### config.mk
export PLATFORM = sky130hd
export DESIGN_NAME = dc_huffman_decoder
export DESIGN_NICKNAME = d
export VERILOG_FILES = /design/src/rtl/dc_huffman_decoder_pkg.sv /design/src/rtl/jpeg_bit_unpacker.sv /design/src/rtl/dc_huffman_decoder.sv
export SDC_FILE = /design/constraint.sdc
export NUM_CORES = 1
export LEC_CHECK = 0
export ABC_CLOCK_PERIOD_IN_PS = 5190
export CAP_MARGIN = 5
export CORE_UTILIZATION = 50
export CTS_BUF_LIST = sky130_fd_sc_hd__clkbuf_8
export DETAILED_ROUTE_END_ITERATION = 16
export GPL_TIMING_DRIVEN = 0
export MAX_ROUTING_LAYER = met4
export PLACE_DENSITY_LB_ADDON = 0.12
export SLEW_MARGIN = 0
export SYNTH_ARGS = -nofsm -noshare
export SYNTH_HDL_FRONTEND = slang
export SYNTH_SLANG_ARGS = --single-unit
### constraint.sdc
create_clock -name clk -period 5.19 [get_ports clk]
set_clock_uncertainty 0.2 [all_clocks]
set_input_delay 0.7785 -clock clk [delete_from_list [all_inputs] [get_ports clk]]
set_output_delay 0.7785 -clock clk [all_outputs]
set_load 0.02 [all_outputs]
### src/rtl/dc_huffman_decoder_pkg.sv
// Shared JPEG DC huffman definitions: table entry type, luma/chroma DC tables,
// code lookup and amplitude-to-difference helpers used by encoder and decoder.
package dc_huffman_decoder_pkg;

    typedef struct packed {
        logic [10:0] code;
        logic [3:0]  size;
    } dcHuffman_t;

    typedef struct packed {
        logic       hit;
        logic [3:0] cat;
    } dc_match_t;

    typedef enum logic [1:0] {
        ST_CODE = 2'd0,
        ST_AMP  = 2'd1,
        ST_OUT  = 2'd2
    } dc_state_e;

    localparam int         DC_NUM_CAT       = 12;
    localparam logic [3:0] DC_LUMA_MAXLEN   = 4'd9;
    localparam logic [3:0] DC_CHROMA_MAXLEN = 4'd11;

    // Codes are right-aligned in the 11-bit field; index is the category.
    localparam dcHuffman_t DC_LUMA_TBL [DC_NUM_CAT] = '{
        '{11'b00,          4'd2},
        '{11'b010,         4'd3},
        '{11'b011,         4'd3},
        '{11'b100,         4'd3},
        '{11'b101,         4'd3},
        '{11'b110,         4'd3},
        '{11'b1110,        4'd4},
        '{11'b11110,       4'd5},
        '{11'b111110,      4'd6},
        '{11'b1111110,     4'd7},
        '{11'b11111110,    4'd8},
        '{11'b111111110,   4'd9}
    };

    localparam dcHuffman_t DC_CHROMA_TBL [DC_NUM_CAT] = '{
        '{11'b00,          4'd2},
        '{11'b01,          4'd2},
        '{11'b10,          4'd2},
        '{11'b110,         4'd3},
        '{11'b1110,        4'd4},
        '{11'b11110,       4'd5},
        '{11'b111110,      4'd6},
        '{11'b1111110,     4'd7},
        '{11'b11111110,    4'd8},
        '{11'b111111110,   4'd9},
        '{11'b1111111110,  4'd10},
        '{11'b11111111110, 4'd11}
    };

    function automatic dc_match_t dc_lookup(input logic        chroma,
                                            input logic [10:0] code,
                                            input logic [3:0]  len);
        dc_match_t  m;
        dcHuffman_t e;
        m = '0;
        for (int i = 0; i < DC_NUM_CAT; i++) begin
            e = chroma ? DC_CHROMA_TBL[i] : DC_LUMA_TBL[i];
            if (e.size == len && e.code == code) begin
                m.hit = 1'b1;
                m.cat = 4'(i);
            end
        end
        return m;
    endfunction

    // Leading 0 in the amplitude means a negative difference (one's-complement form).
    function automatic logic [11:0] dc_amp_to_diff(input logic [10:0] amp,
                                                   input logic [3:0]  cat);
        logic [11:0] a;
        logic [11:0] span;
        a    = {1'b0, amp};
        span = (12'd1 << cat) - 12'd1;
        if (cat == 4'd0) begin
            return 12'd0;
        end
        if (amp[cat - 4'd1]) begin
            return a;
        end
        return a - span;
    endfunction

endpackage

### src/rtl/jpeg_bit_unpacker.sv
// Byte-to-bit unpacker with 0xFF00 stuffing removal and marker detection.
// Latency: first bit offered the cycle after byte acceptance, one bit per cycle.
// Backpressure: byte_rdy only when the buffer is empty and hold is low; bits wait on bit_rdy.
module jpeg_bit_unpacker (
    input  logic       clk,
    input  logic       rst_n,
    input  logic [7:0] byte_dat,
    input  logic       byte_vld,
    output logic       byte_rdy,
    input  logic       hold,
    output logic       bit_dat,
    output logic       bit_vld,
    input  logic       bit_rdy,
    output logic       marker_vld
);

    logic [7:0] buf_q,   buf_d;
    logic [3:0] cnt_q,   cnt_d;
    logic       stuff_q, stuff_d;
    logic       run_q;
    logic       byte_fire;

    assign byte_rdy   = run_q && (cnt_q == 4'd0) && !hold;
    assign byte_fire  = byte_vld && byte_rdy;
    assign bit_vld    = (cnt_q != 4'd0);
    assign bit_dat    = buf_q[7];
    assign marker_vld = byte_fire && stuff_q && (byte_dat != 8'h00);

    always_comb begin
        buf_d   = buf_q;
        cnt_d   = cnt_q;
        stuff_d = stuff_q;
        if (byte_fire) begin
            if (stuff_q) begin
                // Byte after 0xFF never carries data: either stuffing or a marker.
                stuff_d = 1'b0;
            end else begin
                buf_d   = byte_dat;
                cnt_d   = 4'd8;
                stuff_d = (byte_dat == 8'hFF);
            end
        end else if (bit_vld && bit_rdy) begin
            buf_d = {buf_q[6:0], 1'b0};
            cnt_d = cnt_q - 4'd1;
        end
    end

    always_ff @(posedge clk or negedge rst_n) begin
        if (!rst_n) begin
            buf_q   <= 8'd0;
            cnt_q   <= 4'd0;
            stuff_q <= 1'b0;
            run_q   <= 1'b0;
        end else begin
            buf_q   <= buf_d;
            cnt_q   <= cnt_d;
            stuff_q <= stuff_d;
            run_q   <= 1'b1;
        end
    end

endmodule

### src/rtl/dc_huffman_decoder.sv
// JPEG DC coefficient huffman decoder: bytes in, (category, signed difference) out.
// Latency: out_valid rises the cycle after the last code/amplitude bit is consumed.
// Backpressure: holds result until out_ready; no bits or bytes consumed while a result waits.
module dc_huffman_decoder
    import dc_huffman_decoder_pkg::*;
#(
    parameter int CHROMA = 0
) (
    input  logic        clk,
    input  logic        rst_n,
    input  logic [7:0]  in_data,
    input  logic        in_valid,
    output logic        in_ready,
    output logic [11:0] out_diff,
    output logic [3:0]  out_cat,
    output logic        out_valid,
    input  logic        out_ready,
    output logic        err
);

    localparam logic       IS_CHROMA = (CHROMA != 0);
    localparam logic [3:0] MAXLEN    = IS_CHROMA ? DC_CHROMA_MAXLEN : DC_LUMA_MAXLEN;

    dc_state_e   state_q, state_d;
    logic [10:0] code_q,  code_d;
    logic [3:0]  len_q,   len_d;
    logic [3:0]  cat_q,   cat_d;
    logic [10:0] amp_q,   amp_d;
    logic [3:0]  acnt_q,  acnt_d;
    logic [11:0] diff_q,  diff_d;
    logic        err_q,   err_d;

    logic        bit_dat, bit_vld, bit_rdy, bit_fire, marker_vld;
    logic [10:0] code_sh, amp_sh;
    logic [3:0]  len_inc, acnt_inc;
    dc_match_t   lk;

    jpeg_bit_unpacker u_unpack (
        .clk        (clk),
        .rst_n      (rst_n),
        .byte_dat   (in_data),
        .byte_vld   (in_valid),
        .byte_rdy   (in_ready),
        .hold       (out_valid),
        .bit_dat    (bit_dat),
        .bit_vld    (bit_vld),
        .bit_rdy    (bit_rdy),
        .marker_vld (marker_vld)
    );

    assign bit_fire = bit_vld && bit_rdy;
    assign code_sh  = {code_q[9:0], bit_dat};
    assign len_inc  = len_q + 4'd1;
    assign amp_sh   = {amp_q[9:0], bit_dat};
    assign acnt_inc = acnt_q + 4'd1;
    assign lk       = dc_lookup(IS_CHROMA, code_sh, len_inc);

    always_ff @(posedge clk or negedge rst_n) begin
        if (!rst_n) begin
            state_q <= ST_CODE;
            code_q  <= 11'd0;
            len_q   <= 4'd0;
            cat_q   <= 4'd0;
            amp_q   <= 11'd0;
            acnt_q  <= 4'd0;
            diff_q  <= 12'd0;
            err_q   <= 1'b0;
        end else begin
            state_q <= state_d;
            code_q  <= code_d;
            len_q   <= len_d;
            cat_q   <= cat_d;
            amp_q   <= amp_d;
            acnt_q  <= acnt_d;
            diff_q  <= diff_d;
            err_q   <= err_d;
        end
    end

    always_comb begin
        state_d = state_q;
        code_d  = code_q;
        len_d   = len_q;
        cat_d   = cat_q;
        amp_d   = amp_q;
        acnt_d  = acnt_q;
        diff_d  = diff_q;
        err_d   = 1'b0;
        if (marker_vld) begin
            // A marker can only arrive with the bit buffer empty, so no bit is in flight.
            state_d = ST_CODE;
            code_d  = 11'd0;
            len_d   = 4'd0;
            amp_d   = 11'd0;
            acnt_d  = 4'd0;
            err_d   = 1'b1;
        end else begin
            case (state_q)
                ST_CODE: begin
                    if (bit_fire) begin
                        if (lk.hit) begin
                            cat_d  = lk.cat;
                            code_d = 11'd0;
                            len_d  = 4'd0;
                            amp_d  = 11'd0;
                            acnt_d = 4'd0;
                            if (lk.cat == 4'd0) begin
                                diff_d  = 12'd0;
                                state_d = ST_OUT;
                            end else begin
                                state_d = ST_AMP;
                            end
                        end else if (len_inc == MAXLEN) begin
                            err_d  = 1'b1;
                            code_d = 11'd0;
                            len_d  = 4'd0;
                        end else begin
                            code_d = code_sh;
                            len_d  = len_inc;
                        end
                    end
                end
                ST_AMP: begin
                    if (bit_fire) begin
                        amp_d  = amp_sh;
                        acnt_d = acnt_inc;
                        if (acnt_inc == cat_q) begin
                            diff_d  = dc_amp_to_diff(amp_sh, cat_q);
                            state_d = ST_OUT;
                        end
                    end
                end
                ST_OUT: begin
                    if (out_ready) begin
                        state_d = ST_CODE;
                    end
                end
                default: begin
                    state_d = ST_CODE;
                end
            endcase
        end
    end

    always_comb begin
        out_valid = (state_q == ST_OUT);
        bit_rdy   = (state_q != ST_OUT);
        out_diff  = diff_q;
        out_cat   = cat_q;
        err       = err_q;
    end

endmodule
==> results_dict.tcl, run 1 <==
set metrics [dict create \
    post-route-period-util_pct 70.3 \
    globalplace.congestion 0.880 \
    min_period_ns 3.65 \
    route.vias.total 3219 \
    clk_path_buf_depth 2 \
    ant_nets 0 \
    status "complete, no violations" \
    via_per_inst 5.64 \
    synthSimpleGateAreaFrac_pct 17.8 \
    cts_tree "yes" \
    wl_um 8580 \
    synth_mux_area_share_pct 5.81 \
    met3_usage_pct 3.77 \
    grt_pass1_wl_um 14700 \
    required_ns 5.23 \
    maxSlewHeadroom_pct 52.8 \
    synth_compound_gate_area_share_pct 17.2 \
    antenna_found_initial 0 \
    met1_usage_pct 31.9 \
    hpwl_um 6590 \
    grt_use_met2_pct 34.7 \
    hold_class "reg2reg" \
    synth_top_family_by_area "simple AND/OR/NAND/NOR gates" \
    grt_pass1_vias 3024 \
    r2r_start "out_cat[0]" \
    clkTransAtPathRegs_ns 0.07 \
    die_y_um 91.3 \
    track_usage_pct 23.0 \
    multiInputGateArea_mm2 0.00226 \
    syn_nets 470 \
    hold_viol 0 \
    synthXorXnorAreaFrac_pct 4.61 \
    async_flop_share_pct 100 \
    slew_viol_final 0 \
    pin_count 31 \
    portBuffers 30 \
    drc 0 \
    synth_fa_ha_area_share_pct 11.2 \
    yosys.area.top_type_share_pct 38.3 \
    power_uw 2170 \
    timing.fmax_ghz 0.274 \
    leakage_uw 0.00215 \
    yosys_register_bits 61 \
    maxCapViolations 0 \
    grt-busiest-layer "met2" \
    rows 32 \
    grt_setup_unrepaired "no" \
    drt-initial-drc-count 107 \
    end_kind "flip-flop" \
    synth_area_per_cell_um2 9.42 \
    layout.nets 512 \
    ctsHoldBuffers 0 \
    drtPass1Iterations 5 \
    synth_area_mm2 0.00399 \
    worst_pin_slew_ns 0.708 \
    peakVddDrop_mv 0.264 \
    coreArea_mm2 0.00773 \
    post_cts_buffers 0 \
    cts_made_buffers 9 \
    yosysUniqueCellTypes 64 \
    seqCellArea_mm2 0.00153 \
    ctsResizeCount 0 \
    die_area_mm2 0.00833 \
    h-tree-depth 3 \
    yosysWarnings 0 \
    synthCells 423 \
    drive_above_1_share_pct 9.59 \
    cp.arrival_ns 3.68 \
    grt_max_degree 32 \
    placed_cells 556 \
    nFillCells 681 \
    root_buffer "clkbuf_8" \
    worstSetupStartpoint "out_cat[0]" \
    synth_seq_area_share_pct 38.3 \
    post-synth-top-area-cell "dfrtp_1" \
    die_w_um 91.3 \
    startpoint_type "flip-flop" \
    crit_type "reg2reg" \
    clk_latency_ns 0.33 \
    setup_viol 0 \
    synth_flop_cell "dfrtp_1" \
    min-delay-start "out_diff[5]" \
    synth_area_leaders "dfrtp_1 38%, ha_1 11%, nand2_1 6.0%, a22o_1 4.8%, mux2i_1 3.3%" \
    wl_per_cell_um 15.0 \
    grt_overflow_total 0 \
    instances_no_fill 571 \
    crit_path_max_fanout 7 \
    cts_sinks 61 \
    syn_to_final_growth_pct 16.1 \
    setup_tns_ns 0 \
    initial_utilization_pct 51.6 \
    num_antenna_cells 0 \
    synth_edf_count 0 \
    powerDensity_mw_per_mm2 469 \
]
-- final cells by class --
| cell class | instances | share of cell area (%) |
|---|---|---|
| buffer | 19 | 2.51 |
| clock inverter | 4 | 1.03 |
| inverter | 22 | 1.78 |
| multi-input combinational | 321 | 48.9 |
| sequential | 61 | 33.0 |
| tap | 102 | 2.76 |
| timing repair buffer | 31 | 6.81 |
| clock buffer | 11 | 3.27 |
-- state kept, by name, summed over array words and instances (netlist names) --
register	flops
len_q	4
amp_q	10
out_diff	12
u_unpack.cnt_q	4
out_cat	4
code_q	10
acnt_q	4
u_unpack.buf_q	8
err	1
u_unpack.run_q	1
u_unpack.stuff_q	1
state_q	2
-- cell usage in the layout (no fill, tap or decap), types with 3 or more instances in the layout --
cell type,synthesis,routed
nand2b_1,5,5
a32oi_1,3,3
a21oi_1,11,11
inv_1,20,20
buf_4,6,6
o21ai_1,18,18
nor2_1,33,33
clkbuf_8,0,11
clkdlybuf4s50_1,0,29
xnor2_1,12,12
a31oi_1,9,9
and3_1,3,3
nand4_1,3,3
mux2_2,3,3
xor2_1,9,9
nor3_1,4,4
nand3_1,11,11
nor4_1,6,6
a22o_1,22,22
nand2_1,64,64
dfrtp_1,61,61
mux2i_1,13,13
buf_2,6,7
nor2b_1,5,5
ha_1,34,34
clkbuf_1,5,5
o21ai_0,7,7
-- report_power, final --
group / total [µW] / switching, µW / internal (µW)
sequential: 699 / 111 / 588
clock: 420 / 176 / 243
combinational: 1050 / 575 / 479
total: 2170 / 863 / 1310
-- critical path, cell delays in order, from the launching register on --
cell and delay, ns:
dfrtp_1 0.43, buf_2 0.24, inv_1 0.10, ha_1 0.24, ha_1 0.21, nand2b_1 0.08
ha_1 0.14, ha_1 0.17, inv_1 0.06, fa_1 0.39, nor2b_1 0.18, o2111ai_1 0.14
a32oi_1 0.32, a21o_1 0.16, a21oi_1 0.07, xnor2_1 0.16, o31ai_1 0.24
-- path summary, 6_finish.rpt --
path | slack (ns) | depth (start not counted) | endpoint
setup reg to reg | 1.54 | 16 | out_diff[11]
hold / removal | 0.29 | 2 | out_diff[5]
setup / recovery | 1.54 | 16 | out_diff[11]
hold reg to reg | 0.29 | 2 | out_diff[5]
max in group asynchronous | 3.89 | 2 | amp_q[5]
min in group asynchronous | 0.30 | 1 | code_q[5]
-- per-layer routing --
metal	part of all wire [%]	routed length [µm]	vias to the layer above
met3	3.1	267	6
met4	0.90	77	0
li1	-	-	1589
met2	44	3800	61
met1	52	4430	1563
met5	0	0	-
-- kinds of logic (layout without fill, tap and decap cells) --
kind of cell | Yosys count | in the layout
muxes | 20 | 20
DFF | 61 | 61
AOI/OAI and AO/OA | 95 | 95
adders and majority gates | 35 | 35
buffers and inverters | 41 | 87
other | 1 | 1
xor gates and xnor gates | 21 | 21
and+or+nand+nor | 149 | 149
-- cells in the mapped netlist, types with 4 or more instances --
cell type,instances
o21ai_0,7
xor2_1,9
nor2b_1,5
nor3_1,4
inv_1,20
nor4_1,6
a22o_1,22
xnor2_1,12
clkbuf_1,5
nor2_1,33
nand3_1,11
a31oi_1,9
buf_2,6
nand2b_1,5
mux2i_1,13
a21oi_1,11
o21ai_1,18
ha_1,34
nand2_1,64
buf_4,6
dfrtp_1,61
-- metrics by stage --
stage          hold WS [ns]  setup slack [ns]  utilization, %  cell area (µm²)
3_5_place_dp          0.278              1.57            57.3             4430
5_1_grt               0.313              1.24            59.9             4630
6_report              0.288              1.54            59.9             4630
4_1_cts               0.292              1.54            59.9             4630
2_1_floorplan         0.271              1.86               -             3990
3_3_place_gp          0.268              1.20            57.1             4410
Power figures use the tool's default switching activity.
==> run 2: changes to the inputs <==
Settings changed: ABC_CLOCK_PERIOD_IN_PS 5190 to 3200.
Clock period 5.19 ns to 3.2 ns, I/O delays scaled along.
==> results_dict.tcl, run 2 (synthesis gave the netlist of run 1 again) <==
set metrics [dict create \
    num_antenna_cells 0 \
    reg2reg_setup_slack_ns 0.05 \
    route.vias.total 3299 \
    crit_family "adder cells" \
    clkTransAtPathRegs_ns 0.07 \
    worstRegToRegCells 15 \
    required_ns 3.24 \
    r2r_end "out_diff[11]" \
    crit_type "reg2reg" \
    grt_max_degree 36 \
    h-tree-depth 3 \
    powerDensity_mw_per_mm2 767 \
    endpoint "out_diff[11]" \
    min_period_ns 3.15 \
    worst_pin_slew_ns 0.629 \
    worstSetupStartpoint "out_cat[0]" \
    clk_path_buf_depth 2 \
    cts_sinks 61 \
    hold_ws_ns 0.279 \
    peakVddDrop_mv 0.412 \
    setup_viol 0 \
    cp_cell_sequence "buf_6 > ha_4 > and2_4 > ha_4 > inv_2 > ha_4 > inv_2 > fa_2 > nor2b_4 > o2111ai_4 > a32oi_2 > a21o_1 > a21oi_2 > xnor2_2 > o31ai_1" \
    nFillCells 658 \
    die_w_um 91.3 \
    maxCapViolations 0 \
    r2r_start "out_cat[0]" \
    drtPass1Iterations 4 \
    coreArea_mm2 0.00773 \
    fin_area_mm2 0.00485 \
    grt_setup_unrepaired "yes" \
    crit_path_max_fanout 3 \
    wl_per_cell_um 15.9 \
    setup_tns_ns 0 \
    place_area_mm2 0.00443 \
    largest_reg_flops 12 \
    grt_overflow_total 0 \
    wl_um 9220 \
    post-route-period-util_pct 98.3 \
    pre_cts_ws_ns -0.305 \
    die_y_um 91.3 \
    placed_cells 556 \
    leakage_uw 0.00223 \
    antenna_found_initial 0 \
    ant_nets 0 \
    hpwl_um 6720 \
    track_usage_pct 24.3 \
    cts_made_buffers 9 \
    end_kind "flip-flop" \
    instances_no_fill 580 \
    startpoint_type "flip-flop" \
    pin_count 31 \
    status "complete, no violations" \
    timing.fmax_ghz 0.318 \
    syn_to_final_growth_pct 21.6 \
    drc 0 \
    root_buffer "clkbuf_8" \
    hold_viol 0 \
    initial_utilization_pct 51.6 \
    grt_pass1_wl_um 15600 \
    fin_ws_ns 0.0539 \
    crit_top_cell "ha_4" \
    rows 32 \
    drt-initial-drc-count 208 \
    layout.nets 521 \
    crit_cells 15 \
    cts_tree "yes" \
    hold_class "reg2reg" \
    drive_above_1_share_pct 15.7 \
    portBuffers 30 \
    cp.arrival_ns 3.19 \
    die_area_mm2 0.00833 \
    max_stage_delay_ns 0.43 \
    most-common-layout-cells "64 x nand2_1, 58 x dfrtp_1, 31 x nor2_1" \
    clk_latency_ns 0.34 \
    maxSlewHeadroom_pct 58.1 \
    via_per_inst 5.69 \
    slew_viol_final 0 \
    cp.buffers_inverters 3 \
    globalplace.congestion 0.859 \
    grt_pass1_vias 3209 \
    crit_slowest_cell "dfrtp_2" \
    final_common_cell "nand2_1" \
]
[run 2: cell count changes in the layout (fill, tap and decap cells not counted), sizes merged]
cell,change
buf,+8
clkinv,-2
clkinvlp,-1
dlygate4sd3,+1
inv,+3
[run 2: layer usage]
metal  wire, µm  share of wire, %  vias to the layer above  global-route usage, %
li1           -                 -                     1607                      -
met1       4460                48                     1600                   32.7
met5          0                 0                        -                      -
met2       4210                46                       81                   37.8
met4         92               1.0                        0                   6.75
met3        450               4.9                       11                   4.69
[run 2: power by group]
part	switching (µW)	total, µW	internal [µW]
clock network	292	682	390
logic	1000	1900	898
registers	177	1130	954
total	1470	3720	2240
[run 2: worst min-delay path by stage]
stage,end,cells past startpoint,slack (ns),startpoint
global placement,out_diff[4],2,0.27,out_diff[4]
detailed placement,out_diff[11],2,0.27,out_diff[11]
CTS,out_diff[11],2,0.29,out_diff[11]
global route,out_diff[2],2,0.31,out_diff[2]
finish,out_diff[11],2,0.28,out_diff[11]
floorplan,acnt_q[0],0,-0.02,rst_n
[run 2: final cells by class]
| class | count | area (µm²) | share of cell area, % |
|---|---|---|---|
| timing repair buffer | 40 | 389 | 8.03 |
| tap | 102 | 128 | 2.63 |
| multi-input combinational | 321 | 2400 | 49.4 |
| sequential | 61 | 1530 | 31.6 |
| buffer | 19 | 128 | 2.63 |
| clock buffer | 11 | 151 | 3.12 |
| clock inverter | 4 | 41.3 | 0.852 |
| inverter | 22 | 82.6 | 1.70 |
[run 2: per-stage QoR]
| step | power [µW] | util (%) |
|---|---|---|
| after global routing | 3990 | 62.7 |
| after global placement | 2810 | 57.2 |
| after detailed placement | 2860 | 57.4 |
| after CTS | 3660 | 62.0 |
| after floorplan | 2440 | - |
| final | 3720 | 62.7 |
[run 2: tightest hold or removal path, delay by kind of cell, from the launching register on]
family / cells / cell delay [ns]
flops: 1 / 0.34
simple gates: 1 / 0.05
compound gates: 1 / 0.05
[run 2: what timing repair did]
item,in CTS,in global routing
pin swaps,9,8
gates resized for setup,23,11
cloned,0,0
hold endpoints to repair,26,0
endpoints found under the setup margin,3,6
buffers inserted,7,1
hold buffers,1,0
==> run 3: changes to the inputs <==
Settings changed: PLACE_DENSITY_LB_ADDON 0.12 to 0.25, SLEW_MARGIN 0 to unset, SYNTH_HIERARCHICAL set to 1.
==> results_dict.tcl, run 3 <==
set metrics [dict create \
    syn_nets 485 \
    end_kind "flip-flop" \
    hpwl_um 7410 \
    final_common_cell "dfrtp_1" \
    hold_class "reg2reg" \
    most-common-layout-cells "54 x dfrtp_1, 30 x inv_1, 29 x clkdlybuf4s50_1" \
    die_y_um 95.1 \
    syn_to_final_growth_pct 25.9 \
    track_usage_pct 25.3 \
    die_area_mm2 0.00904 \
    status "finished with violations" \
    post-synth-top-area-cell "dfrtp_1" \
    crit_family "adder cells" \
    crit_path_max_fanout 4 \
    grt_pass1_wl_um 16900 \
    yosysUniqueCellTypes 75 \
    synthSimpleGateAreaFrac_pct 18.8 \
    clkTransAtPathRegs_ns 0.07 \
    startpoint_type "flip-flop" \
    synth_compound_gate_area_share_pct 16.3 \
    max_stage_delay_ns 0.44 \
    die_w_um 95.1 \
    crit_type "reg2reg" \
    setup_viol 1 \
    leakage_uw 0.00243 \
    synthCells 438 \
    drc 0 \
    root_buffer "clkbuf_8" \
    wl_per_cell_um 17.4 \
    synth_area_mm2 0.00433 \
    synth_edf_count 0 \
    pin_count 31 \
    synth_fa_ha_area_share_pct 10.3 \
    maxCapViolations 0 \
    initial_utilization_pct 52.2 \
    ant_nets 0 \
    cp.buffers_inverters 4 \
    placed_cells 574 \
    yosys_register_bits 61 \
    layout.nets 549 \
    num_antenna_cells 0 \
    via_per_inst 5.92 \
    drt-initial-drc-count 164 \
    peakVddDrop_mv 0.551 \
    drive_above_1_share_pct 26.4 \
    cp_cell_sequence "buf_8 > inv_8 > ha_4 > ha_4 > nand2b_4 > ha_4 > ha_4 > inv_2 > fa_2 > inv_2 > a21o_1 > a311o_1 > and3_4 > or4_4 > a31oi_1 > mux2_4" \
    antenna_found_initial 0 \
    route.vias.total 3620 \
    powerDensity_mw_per_mm2 797 \
    rows 33 \
    synth_seq_area_share_pct 35.2 \
    place_area_mm2 0.00486 \
    slew_viol_final 0 \
    synth_mux_area_share_pct 10.6 \
    synth_area_per_cell_um2 9.90 \
    crit_slowest_cell "dfrtp_2" \
    drtPass1Iterations 4 \
    clk_path_buf_depth 2 \
    grt_pass1_vias 3515 \
    fin_ws_ns -0.150 \
    portBuffers 30 \
    grt_setup_unrepaired "yes" \
    synth_area_leaders "dfrtp_1 35%, ha_1 9.8%, a22o_1 5.1%, mux2i_1 3.9%, inv_1 2.9%" \
    cts_made_buffers 9 \
    cts_sinks 61 \
    min_period_ns 3.35 \
    yosysWarnings 6 \
    cp.arrival_ns 3.43 \
    maxSlewHeadroom_pct 62.3 \
    synth_flop_cell "dfrtp_1" \
    globalplace.congestion 0.920 \
    crit_top_cell "ha_4" \
    cts_tree "yes" \
    largest_reg_flops 12 \
    yosysMostFrequentCell "dfrtp_1" \
    instances_no_fill 612 \
    clk_latency_ns 0.35 \
    post-route-period-util_pct 105 \
    required_ns 3.28 \
    h-tree-depth 3 \
    hold_viol 0 \
    nFillCells 618 \
    synthXorXnorAreaFrac_pct 3.44 \
    synth_common_cells "61 x dfrtp_1, 34 x ha_1, 34 x inv_1" \
    pre_cts_ws_ns -0.217 \
    worst_pin_slew_ns 0.566 \
    grt_max_degree 41 \
    async_flop_share_pct 100 \
    violations "negative setup slack" \
    timing.fmax_ghz 0.298 \
    fin_area_mm2 0.00546 \
    grt_overflow_total 0 \
    coreArea_mm2 0.00830 \
    yosys.area.top_type_share_pct 35.2 \
    synth_top_family_by_area "simple AND/OR/NAND/NOR gates" \
    wl_um 10700 \
]
==> run 3: cell types whose count changed in the layout (fill, tap and decap cells not counted), moves of 8 or more <==
cell	change
buf_4	+10
inv_1	+11
mux2_2	+8
nand2_1	-41
nor4_1	+8
o21ai_1	-16
==> run 3: path summary, 6_finish.rpt <==
kind	start	to	slack [ns]	cells past startpoint
hold / removal	out_diff[0]	out_diff[0]	0.31	1
setup reg to reg	out_cat[0]	out_diff[11]	-0.15	16
setup / recovery	out_cat[0]	out_diff[11]	-0.15	16
min in group asynchronous	rst_n	out_diff[7]	0.45	2
max in group asynchronous	rst_n	len_q[1]	1.71	3
hold reg to reg	out_diff[0]	out_diff[0]	0.31	1
==> run 3: area by class of cell <==
cell class | count | area (µm²) | area share [%]
Buffer | 18 | 108 | 1.97
Sequential cell | 61 | 1540 | 28.1
Multi-Input combinational cell | 322 | 2820 | 51.6
Inverter | 35 | 139 | 2.54
Timing Repair Buffer | 55 | 528 | 9.67
Tap cell | 105 | 131 | 2.41
Clock inverter | 6 | 62.6 | 1.15
Clock buffer | 10 | 138 | 2.52
==> run 3: power by group <==
part / internal [µW] / switching, µW / total (µW)
logic: 1240 / 1260 / 2500
clock network: 379 / 324 / 704
registers: 967 / 182 / 1150
total: 2580 / 1770 / 4350
==> run 3: worst reg2reg max path, stage by stage (launching register included) <==
cell	delay, ns
dfrtp_2	0.44
buf_8	0.14
inv_8	0.06
ha_4	0.16
ha_4	0.16
nand2b_4	0.06
ha_4	0.16
ha_4	0.15
inv_2	0.06
fa_2	0.22
inv_2	0.04
a21o_1	0.20
a311o_1	0.39
and3_4	0.17
or4_4	0.40
a31oi_1	0.14
mux2_4	0.16
==> run 3: logic make-up after synthesis <==
family / count (synthesis)
buffers and inverters: 55
adders and majority gates: 35
other: 1
xor gates and xnor gates: 17
AOI/OAI and AO/OA: 85
DFF: 61
and+or+nand+nor: 146
muxes: 38
==> run 3: metal layers <==
layer / global-route usage [%] / share of wire [%] / vias up
li1: - / - / 1737
met2: 42.1 / 49 / 65
met3: 4.23 / 3.3 / 18
met4: 8.33 / 1.5 / 0
met5: - / 0 / -
met1: 31.1 / 46 / 1800
==> run 3: per-stage QoR <==
stage               TNS (ns)  hold slack [ns]  util [%]  power (µW)
global route          -0.660            0.320      65.8        4660
detailed placement     -2.67            0.295      58.6        3240
global placement      -35.93            0.282      58.4        3160
CTS                   -0.125            0.310      63.4        4110
floorplan            -0.0346          -0.0156         -        2740
finish                -0.150            0.306      65.8        4350
==> run 3: what timing repair did <==
action / 4_1_cts / 5_1_grt
hold endpoints to repair: 21 / 0
pin swaps: 9 / 12
hold buffers: 1 / 0
gates resized for setup: 22 / 24
cloned: 0 / 1
setup buffers: 10 / 12
setup endpoints to repair: 31 / 38
==> patch 1 (flow settings as in run 3) <==
Put a register stage on the output `err`. The value now appears one clock later. The other outputs are not delayed to match.
--- a/src/rtl/dc_huffman_decoder.sv
+++ b/src/rtl/dc_huffman_decoder.sv
@@ -22,2 +22,4 @@
     localparam logic [3:0] MAXLEN    = IS_CHROMA ? DC_CHROMA_MAXLEN : DC_LUMA_MAXLEN;
+
+    logic err_c;
 
@@ -149,3 +151,7 @@
         out_cat   = cat_q;
-        err       = err_q;
+        err_c     = err_q;
+    end
+
+    always_ff @(posedge clk) begin
+        err <= err_c;
     end
Behaviour: no difference found for any inputs over 10 cycles, from zero or initial values and one cycle with rst_n low; that may be too few to reach the edited logic, so the function may still have changed.
==> patch 1 against run 3 <==
The flow still finishes with violations (setup timing). Sequential cell count is 1 higher. Die area is 2.7% lower. Fmax is 4.2% higher. Final area is 5.6% lower. Worst setup slack better by 0.14 ns. Sequential power is 11% higher. Routed wire length is 13% lower. Total power is 4.9% higher. Synthesized area is 2.7% lower. Critical endpoint unchanged.
==> patch 1: results (changes against run 3) <==
| Metric | Value |
|---|---|
| Area contributors post-synth | sky130_fd_sc_hd__dfrtp_1 (36%), sky130_fd_sc_hd__ha_1 (10%), sky130_fd_sc_hd__a22o_1 (5.2%), sky130_fd_sc_hd__mux2_2 (3.7%), sky130_fd_sc_hd__inv_1 (2.9%) |
| Distinct cells, synth | 62 (-17%) |
| Detailed-route wire length on metal 1 | 4334 µm (-12%) |
| Post-CTS sizing | 21 (-4.5%) |
| Post-synthesis xor/xnor area fraction | 3.532% (+0.097 points) |
| Mux share of post-synthesis cell area | 10.83% (+0.27 points) |
| Final number of setup-violating endpoints | 3 (+2) |
| Global-route wire length before repair | 15,570 µm (-8.1%) |
| Met3 routing resource usage after global routing | 3.317% (-0.91 points) |
| Vias in the first global route | 3,341 (-5.0%) |
| Global-route total usage across every layer | 23.53% (-1.8 points) |
| Fill cell instance count of the final layout | 678 (+9.7%) |
| Vias per cell | 5.893 (-0.37%) |
| Sequential element share of the synthesized area | 36.69% (+1.5 points) |
| Fraction of layout cells with a size suffix above 1 | 21.22% (-5.2 points) |
| Leakage power total | 2.342 nW (-3.5%) |
| Instance area after placement | 4707 µm² (-3.1%) |
| Final RePlAce weighted congestion | 0.8751 (-4.8%) |
| Maximum fanout along the worst path | 3 (-1) |
| P_sw | 1.872 mW (+5.9%) |
| Peak supply drop | 0.0004212 V (-24%) |
| Sum of negative setup slack | -0.02879 ns (+0.1216 ns) |
| Result of the run | finished with violations |
| DR WL met2 | 4569 µm (-13%) |
| Synth top cells by count | sky130_fd_sc_hd__dfrtp_1 (61), sky130_fd_sc_hd__ha_1 (34), sky130_fd_sc_hd__inv_1 (33) |
| Clock network power | 0.780 mW (+11%) |
| Worst path arrival time | 3.30 ns (-0.13 ns) |
| Number of nets produced by synthesis | 469 (-3.3%) |
| Pre-CTS setup slack | -0.4906 ns (-0.2740 ns) |
| Failing checks | setup timing |
| Post-layout worst setup margin | -0.01397 ns (+0.1364 ns) |
| Path category of the worst min-delay check | in2async |
| WL met3 | 241 µm (-31%) |
| Slew HR | 47.21% (-15 points) |
| Synth Area in Adders | 10.57% (+0.29 points) |
patch 1: final cells by class:
| type | instances | area (µm²) | area share [%] |
|---|---|---|---|
| Tap cell | 105 | 131.4 | 2.551 |
| Sequential cell | 62 | 1550 | 30.10 |
| Timing Repair Buffer | 39 | 365.4 | 7.094 |
| Multi-Input combinational cell | 309 | 2650 | 51.46 |
| Inverter | 34 | 132.6 | 2.575 |
| Buffer | 16 | 97.59 | 1.895 |
| Clock buffer | 9 | 123.9 | 2.405 |
| Clock inverter | 7 | 98.84 | 1.919 |
patch 1: worst paths after layout:
path,start,to,slack [ns],cells past startpoint
max,out_cat[0],out_diff[11],-0.01,16
min,rst_n,out_diff[9],0.02,1
max reg2reg,out_cat[0],out_diff[11],-0.01,16
min reg2reg,err_c,err,0.15,0
max in group asynchronous,rst_n,out_cat[0],2.23,1
min in group clk,err_c,err,0.15,0
==> patch 2 (settings of run 3) <==
Without the edit above. Set the package constant `DC_LUMA_MAXLEN` to 4'd6 (it was 4'd9).
--- a/src/rtl/dc_huffman_decoder_pkg.sv
+++ b/src/rtl/dc_huffman_decoder_pkg.sv
@@ -21,3 +21,3 @@
     localparam int         DC_NUM_CAT       = 12;
-    localparam logic [3:0] DC_LUMA_MAXLEN   = 4'd9;
+    localparam logic [3:0] DC_LUMA_MAXLEN   = 4'd6;
     localparam logic [3:0] DC_CHROMA_MAXLEN = 4'd11;
Formal check against the unedited RTL: not equivalent (Yosys sat finds a counterexample within 10 cycles, from zero or initial values and one cycle with rst_n low).
==> patch 2 against run 3 <==
Sequential power rose by 5%. Final area rose by 6.9%. Sequential cell count did not move. The run still ends with setup timing left. Critical path depth fell by 4. Routed wire length rose by 8.0%. Total power rose by 17%. Synthesized area rose by 4.6%. Combinational power rose by 27%. Worst setup slack improved by 0.11 ns. Hold slack got worse by 0.0055 ns.
==> patch 2: results (changes against run 3) <==
| Metric | Value |
|---|---|
| Result of the run | finished with violations |
| Failing checks | setup timing |
| Vias per cell | 6.067 (+2.6%) |
| Global routing usage on met1 | 30.30% (-0.79 points) |
| Area contributors post-synth | sky130_fd_sc_hd__dfrtp_1 (34%), sky130_fd_sc_hd__ha_1 (9.4%), sky130_fd_sc_hd__mux2i_1 (3.1%), sky130_fd_sc_hd__inv_1 (3.1%), sky130_fd_sc_hd__mux2_4 (2.7%) |
| Final number of setup-violating endpoints | 1 (unchanged) |
| Estimated wirelength of the detail-placed design | 8049 µm (+8.7%) |
| Sequential element share of the synthesized area | 33.68% (-1.5 points) |
| Detailed-route wire length | 11,540 µm (+8.0%) |
| Global-route wire length before repair | 18,790 µm (+11%) |
| Instance area after placement | 5049 µm² (+3.9%) |
| WL met3 | 425 µm (+22%) |
| Vias in the first global route | 3,882 (+10%) |
| Leakage power total | 2.568 nW (+5.8%) |
| Post-CTS sizing | 36 (+64%) |
| Hold Path Origin | u_unpack/buf_q[0] |
| Delay-heaviest family, CP | simple AND/OR/NAND/NOR gates |
| Fill cell instance count of the final layout | 690 (+12%) |
| Slew HR | 51.38% (-11 points) |
| Post-layout worst setup margin | -0.03623 ns (+0.1142 ns) |
| Routed wire length per instance | 17.70 µm (+1.4%) |
| Worst-case reg-to-reg path depth | 12 (-4) |
| DR WL met2 | 5928 µm (+13%) |
| Clock network fraction of total power | 13.8% (-2.4 points) |
| Count of TritonRoute iterations in the first routing pass | 5 (+1) |
| Distinct cells, synth | 80 (+6.7%) |
| Global-route track usage on met2 | 43.45% (+1.3 points) |
| Count of routing violations after the opening detailed-route iteration | 173 (+5.5%) |
| Post-CTS setup buffer count | 19 (+9) |
| Largest incremental delay on the critical path | 0.46 ns (+0.02 ns) |
| Peak supply drop | 0.0005676 V (+3.0%) |
| Synth top cells by count | sky130_fd_sc_hd__dfrtp_1 (61), sky130_fd_sc_hd__inv_1 (37), sky130_fd_sc_hd__ha_1 (34) |
| Worst Hold End | u_unpack/buf_q[0] |
| Global-route total usage across every layer | 25.54% (+0.25 points) |
| Total Nets Final | 586 (+6.7%) |
| Sum of negative setup slack | -0.03623 ns (+0.1142 ns) |
| Pre-CTS setup slack | -0.6844 ns (-0.4678 ns) |
| Instance count after placement with tap cells included | 605 (+5.4%) |
| Proportion of power drawn by combinational gates | 62.4% (+5.0 points) |
patch 2: cell type report:
type	instances	area (µm²)	share of cell area, %
Clock buffer	9	123.9	2.123
Sequential cell	61	1534	26.29
Tap cell	108	135.1	2.316
Timing Repair Buffer	64	590.6	10.12
Buffer	21	135.1	2.316
Multi-Input combinational cell	344	3094	53.03
Clock inverter	7	73.82	1.265
Inverter	38	147.6	2.531
patch 2: cells by family after synthesis:
logic type	after synthesis	share of synthesized area, %
flip-flops	61	33.68
adder cells (fa/ha/maj)	35	9.829
AO/OA/AOI/OAI	97	17.15
buffers and inverters	61	6.074
other	1	0.08275
XOR/XNOR	15	2.899
AND/OR/NAND/NOR	161	20.76
multiplexers	35	9.525
patch 2: worst reg2reg max path: cells and delay by family, from the launching register on:
kind | cells | cell delay (ns)
flip-flops | 1 | 0.46
AO/OA/AOI/OAI | 2 | 0.57
multiplexers | 1 | 0.16
adder cells (fa/ha/maj) | 4 | 0.74
buffers and inverters | 1 | 0.10
AND/OR/NAND/NOR | 4 | 0.97
